`src/rtl/pc_sequencer.sv`:
```
// Next-PC controller: selects sequential, jump, branch, stall or halt PC,
// generates the IF/ID flush window on redirects and counts accepted redirects.
module pc_sequencer #(
  parameter int              PC_W         = 8,
  parameter logic [PC_W-1:0] RESET_VEC    = '0,
  parameter int              FLUSH_CYCLES = 2
) (
  input  logic            clk,
  input  logic            rst,
  input  logic [PC_W-1:0] pcCur,
  input  logic            stall,
  input  logic            branchTaken,
  input  logic [PC_W-1:0] branchTarget,
  input  logic            jump,
  input  logic [PC_W-1:0] jumpTarget,
  input  logic            halt,
  input  logic            resume,
  output logic [PC_W-1:0] pcNext,
  output logic            flush,
  output logic            fetchValid,
  output logic [1:0]      state,
  output logic [7:0]      redirectCount
);

  typedef enum logic [1:0] {
    S_INIT  = 2'd0,
    S_RUN   = 2'd1,
    S_FLUSH = 2'd2,
    S_HALT  = 2'd3
  } state_t;

  state_t     state_q;
  logic [2:0] cnt_q;
  logic [7:0] rc_q;
  logic       redirect;

  // Handshake note: there is no valid/ready pair here; every input is a
  // level that is sampled each cycle and only acted on in RUN (resume in HALT).
  assign redirect      = (state_q == S_RUN) && (jump || branchTaken);
  assign state         = state_q;
  assign redirectCount = rc_q;

  always_comb begin
    pcNext     = pcCur;
    flush      = 1'b0;
    fetchValid = 1'b0;
    case (state_q)
      S_INIT: begin
        pcNext = RESET_VEC;
        flush  = 1'b1;
      end
      S_RUN: begin
        if (jump) begin
          pcNext = jumpTarget;
          flush  = 1'b1;
        end else if (branchTaken) begin
          pcNext = branchTarget;
          flush  = 1'b1;
        end else if (halt || stall) begin
          pcNext = pcCur;
        end else begin
          pcNext     = pcCur + PC_W'(1);
          fetchValid = 1'b1;
        end
      end
      S_FLUSH: flush = 1'b1;
      default: ;
    endcase
  end

  always_ff @(posedge clk) begin
    if (rst) begin
      state_q <= S_INIT;
      cnt_q   <= '0;
      rc_q    <= '0;
    end else begin
      case (state_q)
        S_INIT: state_q <= S_RUN;
        S_RUN: begin
          if (redirect) begin
            if (rc_q != 8'hFF) rc_q <= rc_q + 8'd1;
            if (FLUSH_CYCLES > 1) begin
              state_q <= S_FLUSH;
              cnt_q   <= 3'(FLUSH_CYCLES - 1);
            end
          end else if (halt) begin
            state_q <= S_HALT;
          end
        end
        S_FLUSH: begin
          cnt_q <= cnt_q - 3'd1;
          // A zero count can only follow a corrupted load; leave rather than wrap.
          if (cnt_q <= 3'd1) begin
            state_q <= S_RUN;
            cnt_q   <= '0;
          end
        end
        S_HALT: if (resume) state_q <= S_RUN;
        default: state_q <= S_INIT;
      endcase
    end
  end

endmodule

```
`config.mk`:
```
export PLATFORM = sky130hd
export DESIGN_NAME = pc_sequencer
export DESIGN_NICKNAME = d
export VERILOG_FILES = /design/src/rtl/pc_sequencer.sv
export SDC_FILE = /design/constraint.sdc
export NUM_CORES = 1
export LEC_CHECK = 0
export CORE_MARGIN = 2
export CORE_UTILIZATION = 36
export DETAILED_ROUTE_END_ITERATION = 6
export HOLD_SLACK_MARGIN = 0.02
export PLACE_DENSITY = 0.81
export SLEW_MARGIN = 10
export SYNTH_ARGS = -nofsm -noshare
export SYNTH_HDL_FRONTEND = slang
export SYNTH_SLANG_ARGS = --single-unit
```
`constraint.sdc`:
```
create_clock -name clk -period 2.05 [get_ports clk]
set_clock_uncertainty 0.2 [all_clocks]
set_input_delay 0.5125 -clock clk [delete_from_list [all_inputs] [get_ports clk]]
set_output_delay 0.5125 -clock clk [all_outputs]
set_load 0.02 [all_outputs]
```
======== Yosys cells after proc, flatten, opt, wreduce, memory -nomap -nowiden ========
Index checks and enable logic that the tools add are counted.
storage, ports and cells
  register bits after elaboration ......... 13
  bits in latches ......................... 0
  RAM bits ................................ 0
  ROM bits ................................ 0
  bits of input ports ..................... 31
  output and inout port bits .............. 20
  logic and storage cells ................. 43
  memories kept ........................... 0
cells by class
  add/subtract/negate cells ............... 3
  $mul .................................... 0
  div/mod/pow operators ................... 0
  order comparisons ....................... 1
  equality and inequality tests ........... 8
  shifts and indexed selects .............. 0
  multiplexer cells ....................... 19
  bitwise gates (word level) .............. 0
  reductions and logical operators ........ 9
operator list
  operator                                                               count
  8-bit two-way mux                                                      3
  8-bit by 1-bit adder with 8-bit output, second input constant          2
  8-bit case mux with 2 select lines                                     1
  2-bit two-way mux                                                      4
  8-bit inequality test, second input constant                           1
  2-bit case mux with 4 select lines                                     1
  1-bit two-way mux                                                      6
  3-bit two-way mux                                                      2
  2-bit inequality test, second input constant                           3
  3-bit case mux with 2 select lines                                     1
  3-bit AND reduction                                                    2
  2-bit equality test, second input constant                             2
  3-bit by 1-bit <= comparator with 1-bit output, second input constant  1
  3-bit inequality test, second input constant                           1
  3-bit by 1-bit subtractor with 3-bit output, second input constant     1
  2-bit by 1-bit equality test with 1-bit output, second input constant  1
  2-bit logical NOT                                                      1
  1-bit logical OR                                                       2
  1-bit case mux with 2 select lines                                     1
  2-bit AND reduction                                                    1
  2-bit nonzero test                                                     1
  2-bit OR reduction                                                     1
  1-bit logical AND                                                      1

======== Logic depth before layout (Yosys ltp) ========
  depth after elaboration ................. 5
  mapped depth ............................ 6
  mapped depth without buffers ............ 6

======== Worst setup path before layout ========
OpenSTA, ideal clock, no wires.
  path type ............................... input to output
  start ................................... input port branchTaken
  end ..................................... output port pcNext[0]
  arrival time ............................ 1.664 ns
  required time ........................... 1.337 ns
  path slack .............................. -0.327 ns
  cell stages on the path ................. 5
  path buffers ............................ 1
  path through ............................ or2_2 -> buf_4 -> nor4_1 -> a221oi_1 -> o21ai_0
between the ends
  longest elaborated chain between the ends .. 3
RTL lines
  element                             RTL line  source
  from (decl)                         12        input logic branchTaken,
  8-bit two-way mux                   56        end else if (branchTaken) begin
  8-bit two-way mux                   53        if (jump) begin
  8-bit case mux with 2 select lines  47        case (state_q)
  to (decl)                           18        output logic [PC_W-1:0] pcNext,
No other way between the ends.

======== Worst setup path in the final report ========
  start ................................... input port jumpTarget[5]
  end ..................................... output port pcNext[5]
between the ends
  longest elaborated chain between the ends .. 2
RTL lines
  element                             RTL line  source
  from (decl)                         15        input logic [PC_W-1:0] jumpTarget,
  8-bit two-way mux                   53
  8-bit case mux with 2 select lines  47
No other way between the ends.

==> qor.txt <==
Clock insertion delay at the later pin of the skew report - 0.28 ns
Syn Std Cell Area - 1040 µm²
Endpoint required time on the critical path - 1.34 ns
Routability Congestion - 0.882
Cell Rows - 19
Final count of hold timing violations - 0
Cell type contributing the most total cell area after synthesis - sky130_fd_sc_hd__dfxtp_1
Number of distinct library cells after synthesis - 46
Pin count of the biggest net entering global routing - 16
Maximum frequency from static timing analysis - 0.428 GHz
Routed vias - 1450
Failing checks - negative setup slack
Share of synthesized flip-flops with an asynchronous set or reset - 0%
Worst r2r src - redirectCount[0]$_SDFFE_PP0P_
Area post-placement - 1810 µm²
Clock tree root driver cell - sky130_fd_sc_hd__clkbuf_4
Critical path class - primary input to output port
Ratio of cells with drive above 1 in the final layout - 47.3%
Worst hold path depth - 2
Count of final max-slew check failures - 0
Mean instance size in the synthesized netlist - 7.98 µm²
Nets in the synthesized netlist - 165
Residual DRC - 0
Number of instances in the placed design - 233
Clock input transition at the sequential cells of the worst setup and hold paths - 0.08 ns
Stage delay of the slowest cell on the critical path - 0.43 ns
Maximum capacitance violations - 0
Layout Cell Area excl Fill - 2180 µm²
Area of the die - 3330 µm²
Portion of the clock cycle consumed by the worst path in the final layout - 114%
Area contributors post-synth - sky130_fd_sc_hd__dfxtp_1, sky130_fd_sc_hd__ha_1, sky130_fd_sc_hd__a21oi_1
Sum of overflow across all layers after global routing - 0
Most common cell after layout, fill and taps aside - sky130_fd_sc_hd__buf_4
TritonCTS clock tree - done
Number of hold buffers added after cts - 0
Util after Layout - 79.0%
Total routed wirelength - 4530 µm
Sequential element share of the synthesized area - 25.1%
Iteration-0 DRC count of the detailed router - 35
Nets - 258
Ordered list of cells on the worst path - clkdlybuf4s50_1 -> o221ai_2 -> a31oi_4 -> o22a_1 -> buf_6
Unrepaired setup endpoints after global routing - true
DR vias/cell - 5.73
Number of top-level pins - 51
Signal arrival time at the worst endpoint - 1.63 ns
Terminus of the critical flop-to-flop path - redirectCount[1]$_SDFFE_PP0P_
Static leakage - 0.995 nW
Sinks on the clock net - 13
Minimum clock period after layout - 2.34 ns
Area inside the core boundary - 2760 µm²
Count of synthesis-stage warnings from yosys - 0
Detail-routed net length per standard cell - 17.9 µm
Post-Layout Cell Count - 253
Effective utilization at floorplan - 37.6%
Power per standard cell area - 427 nW/µm²
Outcome - finished, violations left
Ys flop type - sky130_fd_sc_hd__dfxtp_1
Overall fraction of global-route tracks in use - 26.9%
Number of global-route vias before repair - 1531
Level count of the clock H-tree - 1
Most frequent cells in the layout - sky130_fd_sc_hd__buf_4, sky130_fd_sc_hd__buf_6, sky130_fd_sc_hd__clkdlybuf4s50_1, sky130_fd_sc_hd__dfxtp_1, sky130_fd_sc_hd__dlygate4sd2_1
Die Ht - 57.7 µm
Width of the die - 57.7 µm
Setup TNS - -2.02 ns
Antenna violations before repair - 0
Global-route wire length before repair - 6970 µm
Element type at the critical path start - primary input
Worst slew margin - 69.9%
Sort of element at the end of the critical path - output port
Antenna diode instance count - 0
CTS Buf Count - 3
Seq cells post-synth - 13
Worst Hold Margin - 0.305 ns
Actual slew at the worst max-slew pin - 0.446 ns
Top-area cell type share of the netlist area - 25.1%
Total setup violations reported at the end of the flow - 10
Count of antenna-violating nets left after detailed routing - 0
Endpoint with the worst hold slack - cnt_q[2]$_SDFFE_PP0P_
Min setup slack post-route - -0.289 ns
Hold Crit Class - flop to flop
Max IR drop VDD - 0.566 mV
Input/output buffers - 50
Synthesized netlist cell count - 130
Startpoint of the most critical hold path - cnt_q[2]$_SDFFE_PP0P_
Synth-to-layout area growth - 110%
Detailed Routing Iterations Pass 1 - 4
Number of filler instances in the final layout - 182
Count of flip-flops with a built-in enable after synthesis - 0
Biggest fanout along the worst timing path - 1
Detailed placement HPWL - 2890 µm
Max clock buf depth - 2
Worst reg-to-reg setup slack - 0.18 ns
CP max-delay cell - sky130_fd_sc_hd__clkdlybuf4s50_1
Register-to-Register Path Depth - 6
==> per-stage QoR <==
stage	total power, mW	setup slack, ns
after global routing	0.971	-0.317
after floorplan	0.461	-0.00695
final	0.929	-0.289
after detailed placement	0.665	-1.10
after CTS	0.909	-0.243
after global placement	0.653	-1.10
==> registers in the layout, summed over array words and instances, names as in the netlist <==
register       flops
redirectCount      8
cnt_q              3
state              2
==> what timing repair did <==
action,4_1_cts,5_1_grt
gates resized for setup,164,11
pin swaps,28,12
endpoints found under the setup margin,18,14
setup buffers,14,3
==> per-layer routing <==
metal  GRT usage (%)  wire [µm]
met5               0          0
met2            51.3       2390
met1            30.4       1830
met4            9.97         69
met3            3.13        244
==> synth_stat cells (4+ instances only) <==
cell	count
sky130_fd_sc_hd__a21oi_1	9
sky130_fd_sc_hd__nand3_1	4
sky130_fd_sc_hd__nand2_1	9
sky130_fd_sc_hd__inv_1	8
sky130_fd_sc_hd__o21ai_0	6
sky130_fd_sc_hd__o221ai_1	5
sky130_fd_sc_hd__ha_1	4
sky130_fd_sc_hd__nor3_1	4
sky130_fd_sc_hd__dfxtp_1	13
sky130_fd_sc_hd__nor2_1	9
==> power breakdown <==
| part | switching, mW | leakage [nW] | internal [mW] | total [mW] |
|---|---|---|---|---|
| registers | 0.0106 | 0.106 | 0.264 | 0.274 |
| logic | 0.226 | 0.874 | 0.265 | 0.490 |
| clock network | 0.0889 | 0.0150 | 0.0757 | 0.165 |
| total | 0.325 | 0.995 | 0.604 | 0.929 |
==> critical path: cells and delay by family <==
| kind | cells | cell delay (ns) |
|---|---|---|
| AO/OA/AOI/OAI | 3 | 0.54 |
| buffers and inverters | 2 | 0.57 |
==> kinds of logic (layout without fill, tap and decap cells) <==
kind of cell	Yosys count	after routing	synth area share, %
fa+ha+maj	4	4	4.83
mux	3	3	3.02
simple gates	50	50	26.7
compound gates	46	46	33.7
flops	13	13	25.1
xor+xnor	2	2	1.69
buf+inv	12	104	5.07
==> final cells by class <==
class / count / area, µm² / share of cell area, %
clock buffers: 4 / 26.3 / 1.21
well taps: 31 / 38.8 / 1.78
repair buffers: 92 / 853 / 39.2
inverters: 8 / 30.0 / 1.38
multi-input cells: 105 / 967 / 44.4
flip-flops and latches: 13 / 263 / 12.1
==> how the worst max path moves through the flow <==
| stage | start | endpoint | slack [ns] | cells past startpoint |
|---|---|---|---|---|
| after floorplan | branchTaken | pcNext[0] | -0.007 | 5 |
| after global placement | stall | pcNext[7] | -1.10 | 6 |
| after detailed placement | stall | pcNext[7] | -1.10 | 6 |
| after CTS | stall | pcNext[5] | -0.24 | 6 |
| after global routing | halt | pcNext[5] | -0.32 | 6 |
| final | jumpTarget[5] | pcNext[5] | -0.29 | 5 |
Note: power is estimated with default switching activity, not from simulation.
